[src/rtl/demux_n.sv]
// Clocked 4-phase demultiplexer: routes one bundled-data input token to one of M
// outputs (or all of them in broadcast mode), selected by a 4-phase control channel.
module demux_n #(
  parameter int unsigned N     = 32,
  parameter int unsigned M     = 4,
  parameter int unsigned SW    = 3,
  parameter bit          BCAST = 1'b1
) (
  input  logic          clk,
  input  logic          rst,
  input  logic          r_i,
  output logic          a_i,
  input  logic [N-1:0]  d_i,
  input  logic          ctl_r,
  input  logic [SW-1:0] ctl_sel,
  output logic          actl_i,
  output logic [M-1:0]  r_o,
  input  logic [M-1:0]  a_o,
  output logic [N-1:0]  d_o,
  output logic          err_o
);

  localparam int unsigned SEL_BCAST = (1 << SW) - 1;

  typedef enum logic [1:0] {
    IDLE = 2'd0,
    FWD  = 2'd1,
    RTZ  = 2'd2
  } state_t;

  state_t        state;
  logic [SW-1:0] sel_q;
  logic [M-1:0]  tgt_c;
  logic [M-1:0]  new_tgt_c;

  // Target mask: one-hot for an in-range index, all ones for broadcast, zero if invalid.
  function automatic logic [M-1:0] decode(input logic [SW-1:0] s);
    logic [M-1:0] mask;
    mask = '0;
    for (int unsigned i = 0; i < M; i++) begin
      if (s == SW'(i)) mask[i] = 1'b1;
    end
    if (BCAST && (s == SW'(SEL_BCAST))) mask = '1;
    return mask;
  endfunction

  always_comb begin
    tgt_c     = decode(sel_q);
    new_tgt_c = decode(ctl_sel);
  end

  // Both acknowledges are the same registered flag.
  assign actl_i = a_i;

  always_ff @(posedge clk or negedge rst) begin
    if (!rst) begin
      state <= IDLE;
      sel_q <= '0;
      a_i   <= 1'b0;
      r_o   <= '0;
      d_o   <= '0;
      err_o <= 1'b0;
    end else begin
      case (state)
        IDLE: begin
          if (r_i && ctl_r) begin
            d_o   <= d_i;
            sel_q <= ctl_sel;
            if (new_tgt_c != '0) begin
              r_o   <= new_tgt_c;
              state <= FWD;
            end else begin
              // Invalid select: token is dropped but still acknowledged.
              err_o <= 1'b1;
              a_i   <= 1'b1;
              state <= RTZ;
            end
          end
        end
        FWD: begin
          if ((a_o & tgt_c) == tgt_c) begin
            r_o   <= '0;
            a_i   <= 1'b1;
            state <= RTZ;
          end
        end
        RTZ: begin
          // Producer, control and consumer return-to-zero may finish in any order.
          if (!r_i && !ctl_r && ((a_o & tgt_c) == '0)) begin
            a_i   <= 1'b0;
            state <= IDLE;
          end
        end
        default: begin
          r_o   <= '0;
          a_i   <= 1'b0;
          state <= IDLE;
        end
      endcase
    end
  end

endmodule

[config.mk]
export PLATFORM = sky130hd
export DESIGN_NAME = demux_n
export DESIGN_NICKNAME = d
export VERILOG_FILES = /design/src/rtl/demux_n.sv
export SDC_FILE = /design/constraint.sdc
export NUM_CORES = 1
export LEC_CHECK = 0
export BUFFER_PORTS_ARGS = -buffer_cell sky130_fd_sc_hd__buf_2
export CORE_UTILIZATION = 47
export CTS_CLUSTER_SIZE = 14
export DETAILED_ROUTE_END_ITERATION = 16
export PLACE_DENSITY = 0.77
export SYNTH_ARGS = -nofsm -noshare
export SYNTH_HDL_FRONTEND = slang
export SYNTH_SLANG_ARGS = --single-unit
[constraint.sdc]
create_clock -name clk -period 1.9 [get_ports clk]
set_input_delay 0.19 -clock clk [delete_from_list [all_inputs] [get_ports clk]]
set_output_delay 0.19 -clock clk [all_outputs]
set_load 0.005 [all_outputs]
After elaboration in Yosys (flattened, before gate mapping)
Index checks and enable logic that the tools add are counted.

Register bits after elaboration: 43. Bits of input ports: 43. Output and inout port bits: 39. Word-level logic and storage cells: 64.

Equality and inequality tests: 16. Muxes and demuxes: 24. Bitwise logic cells: 3. Reductions and logical operators: 15.

Operator list (count): two-way mux 4 bit (5); equality test 3 x 2 -> 1 bit, second input constant (4); two-way mux 1 bit (12); one-hot mux 4 bit (3 select lines) (1); inequality test 2 bit, second input constant (5); two-way mux 2 bit (4); AND reduction 4 bit (2); equality test 3 x 1 -> 1 bit, second input constant (2); equality test 3 bit, second input constant (2); logical NOT 3 bit (2); one-hot mux 2 bit (3 select lines) (1); AND reduction 3 bit (2); bitwise AND 4 bit (1); equality test 4 bit (1); logical NOT 4 bit (1); nonzero test 4 bit (1); logical AND 1 bit (3); one-hot mux 1 bit (3 select lines) (1); equality test 2 x 1 -> 1 bit, second input constant (1); equality test 2 bit, second input constant (1); logical NOT 1 bit (2); logical NOT 2 bit (1); NOT 1 bit (2); AND reduction 2 bit (1).

Longest topological paths before layout
Word-level depth: 8. Depth in mapped cells: 5. Mapped depth without buffers: 4.

Worst setup path before layout
No wires, ideal clock.

Path kind: register to register. Start point: register sel_q[2]. End point: register state[0]. Setup time: 122 ps. Arrival: 1447 ps. Data required time: 1778 ps. Slack: 332 ps. Stages on the path, launching flop included: 6. Buffers on the path: 1. Clock period less this slack: 1568 ps. Cell sequence: dfrtp_1 -> buf_6 -> nor2b_4 -> o221a_1 -> or3_4 -> a32o_1.

Cells in the longest elaborated chain, start to end: 8. Elaborated cells on any way between the ends: 17. Those cells by class: eq/ne (7); mux (5); bitwise (1); reduce/logical (4).

RTL lines: start, declared (RTL line 32) `logic [SW-1:0] sel_q;`; start signal, assigned (RTL line 68) `sel_q <= ctl_sel;`; equality test 3 x 1 -> 1 bit, or another cell as far along (RTL line 41) `if (s == SW'(i)) mask[i] = 1'b1;`; two-way mux 1 bit (RTL line 41); two-way mux 4 bit (*) (RTL line 43) `if (BCAST && (s == SW'(SEL_BCAST))) mask = '1;`; bitwise AND 4 bit (RTL line 81, 89); logical NOT 4 bit (RTL line 89) `if (!r_i && !ctl_r && ((a_o & tgt_c) == '0)) begin`; logical AND 1 bit (RTL line 89); inequality test 2 bit (no line); AND reduction 3 bit (no line) (*); end signal, assigned (RTL line 84) `state <= RTZ;`; end signal, assigned (RTL line 91) `state <= IDLE;`; end signal, assigned (RTL line 97) `state <= IDLE;`; end, declared (RTL line 31) `state_t state;`.

Every way passes the cells marked *; elsewhere a longest branch is shown, timed or not. A chain may end at the register's enable or synchronous reset.

Final worst setup path
Start point: register sel_q[2]. End point: register r_o[2].

Cells in the longest elaborated chain, start to end: 7. Elaborated cells on any way between the ends: 14. Those cells by class: eq/ne (6); mux (5); bitwise (1); reduce/logical (2).

RTL lines: equality test 3 x 1 -> 1 bit, or another cell as far along (RTL line 41); two-way mux 1 bit (RTL line 41); two-way mux 4 bit (*) (RTL line 43); bitwise AND 4 bit (RTL line 81) `if ((a_o & tgt_c) == tgt_c) begin`; equality test 4 bit (*) (RTL line 81); inequality test 2 bit (no line) (*); AND reduction 4 bit (no line) (*); end signal, assigned (RTL line 70) `r_o <= new_tgt_c;`; end, declared (RTL line 17) `output logic [M-1:0] r_o,`.

Marked as above.

==> flow_metrics.tcl <==
set metrics [dict create \
    min_path_type "input pin to flop" \
    yosys_warnings 0 \
    area_growth_pct 29.22 \
    slew_headroom_pct 64.80 \
    post-place-ws_ns 0.2480 \
    firstDrtPassIters 4 \
    irDropWorstVdd_mv 0.8472 \
    fp.coreArea_um2 3771 \
    crit_required_ns 2.04 \
    clock-sinks 43 \
    async_reset_ff_share_pct 100.0 \
    p_total_mw 3.648 \
    grt-ovfl-total 0 \
    nets 264 \
    layout_common_cells "buf_2, dfrtp_1, mux2_2" \
    hold_viol 0 \
    multi_input_comb_area_um2 749.5 \
    synthFlopType "dfrtp_1" \
    cts_root_buf "clkbuf_8" \
    syn_avg_cell_area_um2 13.36 \
    wl_per_cell_um 14.42 \
    cts_max_path_buffers 2 \
    portBuffers 81 \
    fillCellCount 300 \
    leakage_nw 1.184 \
    fp.dieW_um 65.53 \
    die_h_um 65.53 \
    cts_hold_buf 1 \
    cp-startpoint "sel_q[2]" \
    r2r-start "sel_q[2]" \
    grt_pass1_vias 1450 \
    drtIter0Drc 77 \
    via_per_inst 5.331 \
    grt_max_degree 44 \
    totalWireLength_um 3880 \
    worstSetupEndpointType "flop" \
    die_area_um2 4294 \
    h-tree-depth 2 \
    numCtsBuffers 5 \
    cp-start-kind "flop" \
    ioPinCount 82 \
    period_share_pct 87.80 \
    track_usage_pct 19.87 \
    rows 22 \
    seqCellArea_um2 1076 \
    drv_cap 0 \
    synth.top_cell.area_share_pct 56.73 \
    power_density_nw_per_um2 1488 \
    fmax_mhz 599.5 \
    finClkSkew_ns 0.007176 \
    synthCells 142 \
    drive_above_1_share_pct 59.73 \
    vias 1434 \
    netlist_area_um2 1897 \
    yosysTopAreaCell "dfrtp_1" \
    synth-edff-count 0 \
    ant_nets 0 \
    synth-seq-cells 43 \
    timing.final.ws_setup_ns 0.2318 \
    post-route-drc-count 0 \
    cts_setup_buffers 0 \
    grt_first_pass_wirelength_um 6444 \
    syn-num-nets 185 \
    detailed_place_hpwl_um 2782 \
    start_util_pct 50.30 \
    ys_seq_area_share_pct 56.73 \
    cts.clk_slew.worst_paths_ns 0.08 \
    hold-worst-slack_ns 0.1284 \
    n_antenna_cell 0 \
    fin_crit_ns 1.668 \
    tightest_slew_ns 0.5235 \
    critPathArrivalTime_ns 1.81 \
    worstPathMaxFanout 11 \
    place.gp.congestion 0.7873 \
    final_common_cell "buf_2" \
    clk_latency_ns 0.29 \
    tns_ns 0 \
    min_from "d_i[16]" \
    run_status "finished clean" \
    synth_area_leaders "dfrtp_1, mux2_2, a32oi_1" \
    synth.distinct_cells 40 \
    slew_viol_final 0 \
    path_class "flop to flop" \
    rsz0062_at_grt "no" \
    cts_tree "yes" \
    antenna_found_initial 0 \
    finalSetupViolCount 0 \
    cts.repair.resized 0 \
]
## Yosys cell counts (2+ instances only)
library cell / count
nor2_1: 3
mux2_2: 35
o211a_1: 2
a32oi_1: 3
xnor2_1: 2
o21ai_0: 4
dfrtp_1: 43
clkbuf_1: 4
o211ai_1: 2
inv_1: 6
buf_2: 5
nand2_1: 5
## worst max-delay path, stage by stage (launching register included)
cell	delay, ns
dfrtp_1	0.48
nor2b_4	0.17
o221a_1	0.21
o31ai_1	0.50
o21ai_0	0.16
## worst paths after layout
| kind | to | slack [ns] | depth (start not counted) |
|---|---|---|---|
| min | d_o[16] | 0.13 | 2 |
| min in group asynchronous | d_o[12] | 0.40 | 2 |
| min reg2reg | err_o | 0.47 | 1 |
| max in group asynchronous | d_o[21] | 1.01 | 3 |
| max | r_o[2] | 0.23 | 4 |
| max reg2reg | r_o[2] | 0.23 | 4 |
## layer usage
layer | routed length, µm | up-vias | GRT usage [%]
met5 | 0 | - | 0
met4 | 47 | 0 | 6.522
met3 | 252 | 7 | 6.076
met2 | 1934 | 55 | 34.66
met1 | 1645 | 703 | 23.07
li1 | - | 669 | -
## cell families after synthesis
logic type      after synthesis  share of synthesized area [%]
flops                        43                          56.73
mux                          35                          20.78
compound gates               24                          10.16
simple gates                 20                          6.860
buf+inv                      18                          4.551
xor+xnor                      2                         0.9237
## final cells by class
type | instances | share of cell area [%]
sequential | 43 | 43.90
multi-input combinational | 81 | 30.58
timing repair buffer | 84 | 18.58
clock buffer | 6 | 3.369
tap | 48 | 2.450
inverter | 6 | 0.9188
clock inverter | 1 | 0.2042
## report_power, final
group          switching [mW]  total [mW]  internal, mW
logic                   0.549        1.38         0.830
registers               0.324        1.70          1.37
clock network           0.288       0.573         0.285
## through the flow
stage               cell area, µm²  cells  utilization (%)
floorplan                     1897    142                -
global placement              2354    261            62.41
detailed placement            2354    261            62.41
CTS                           2451    269            65.00
global route                  2451    269            65.00
finish                        2451    269            65.00
## registers in the layout (all words and copies together), names as in the netlist
name   count
d_o       32
r_o        4
sel_q      3
state      2
a_i        1
err_o      1
(Power assumes the default switching activity.)
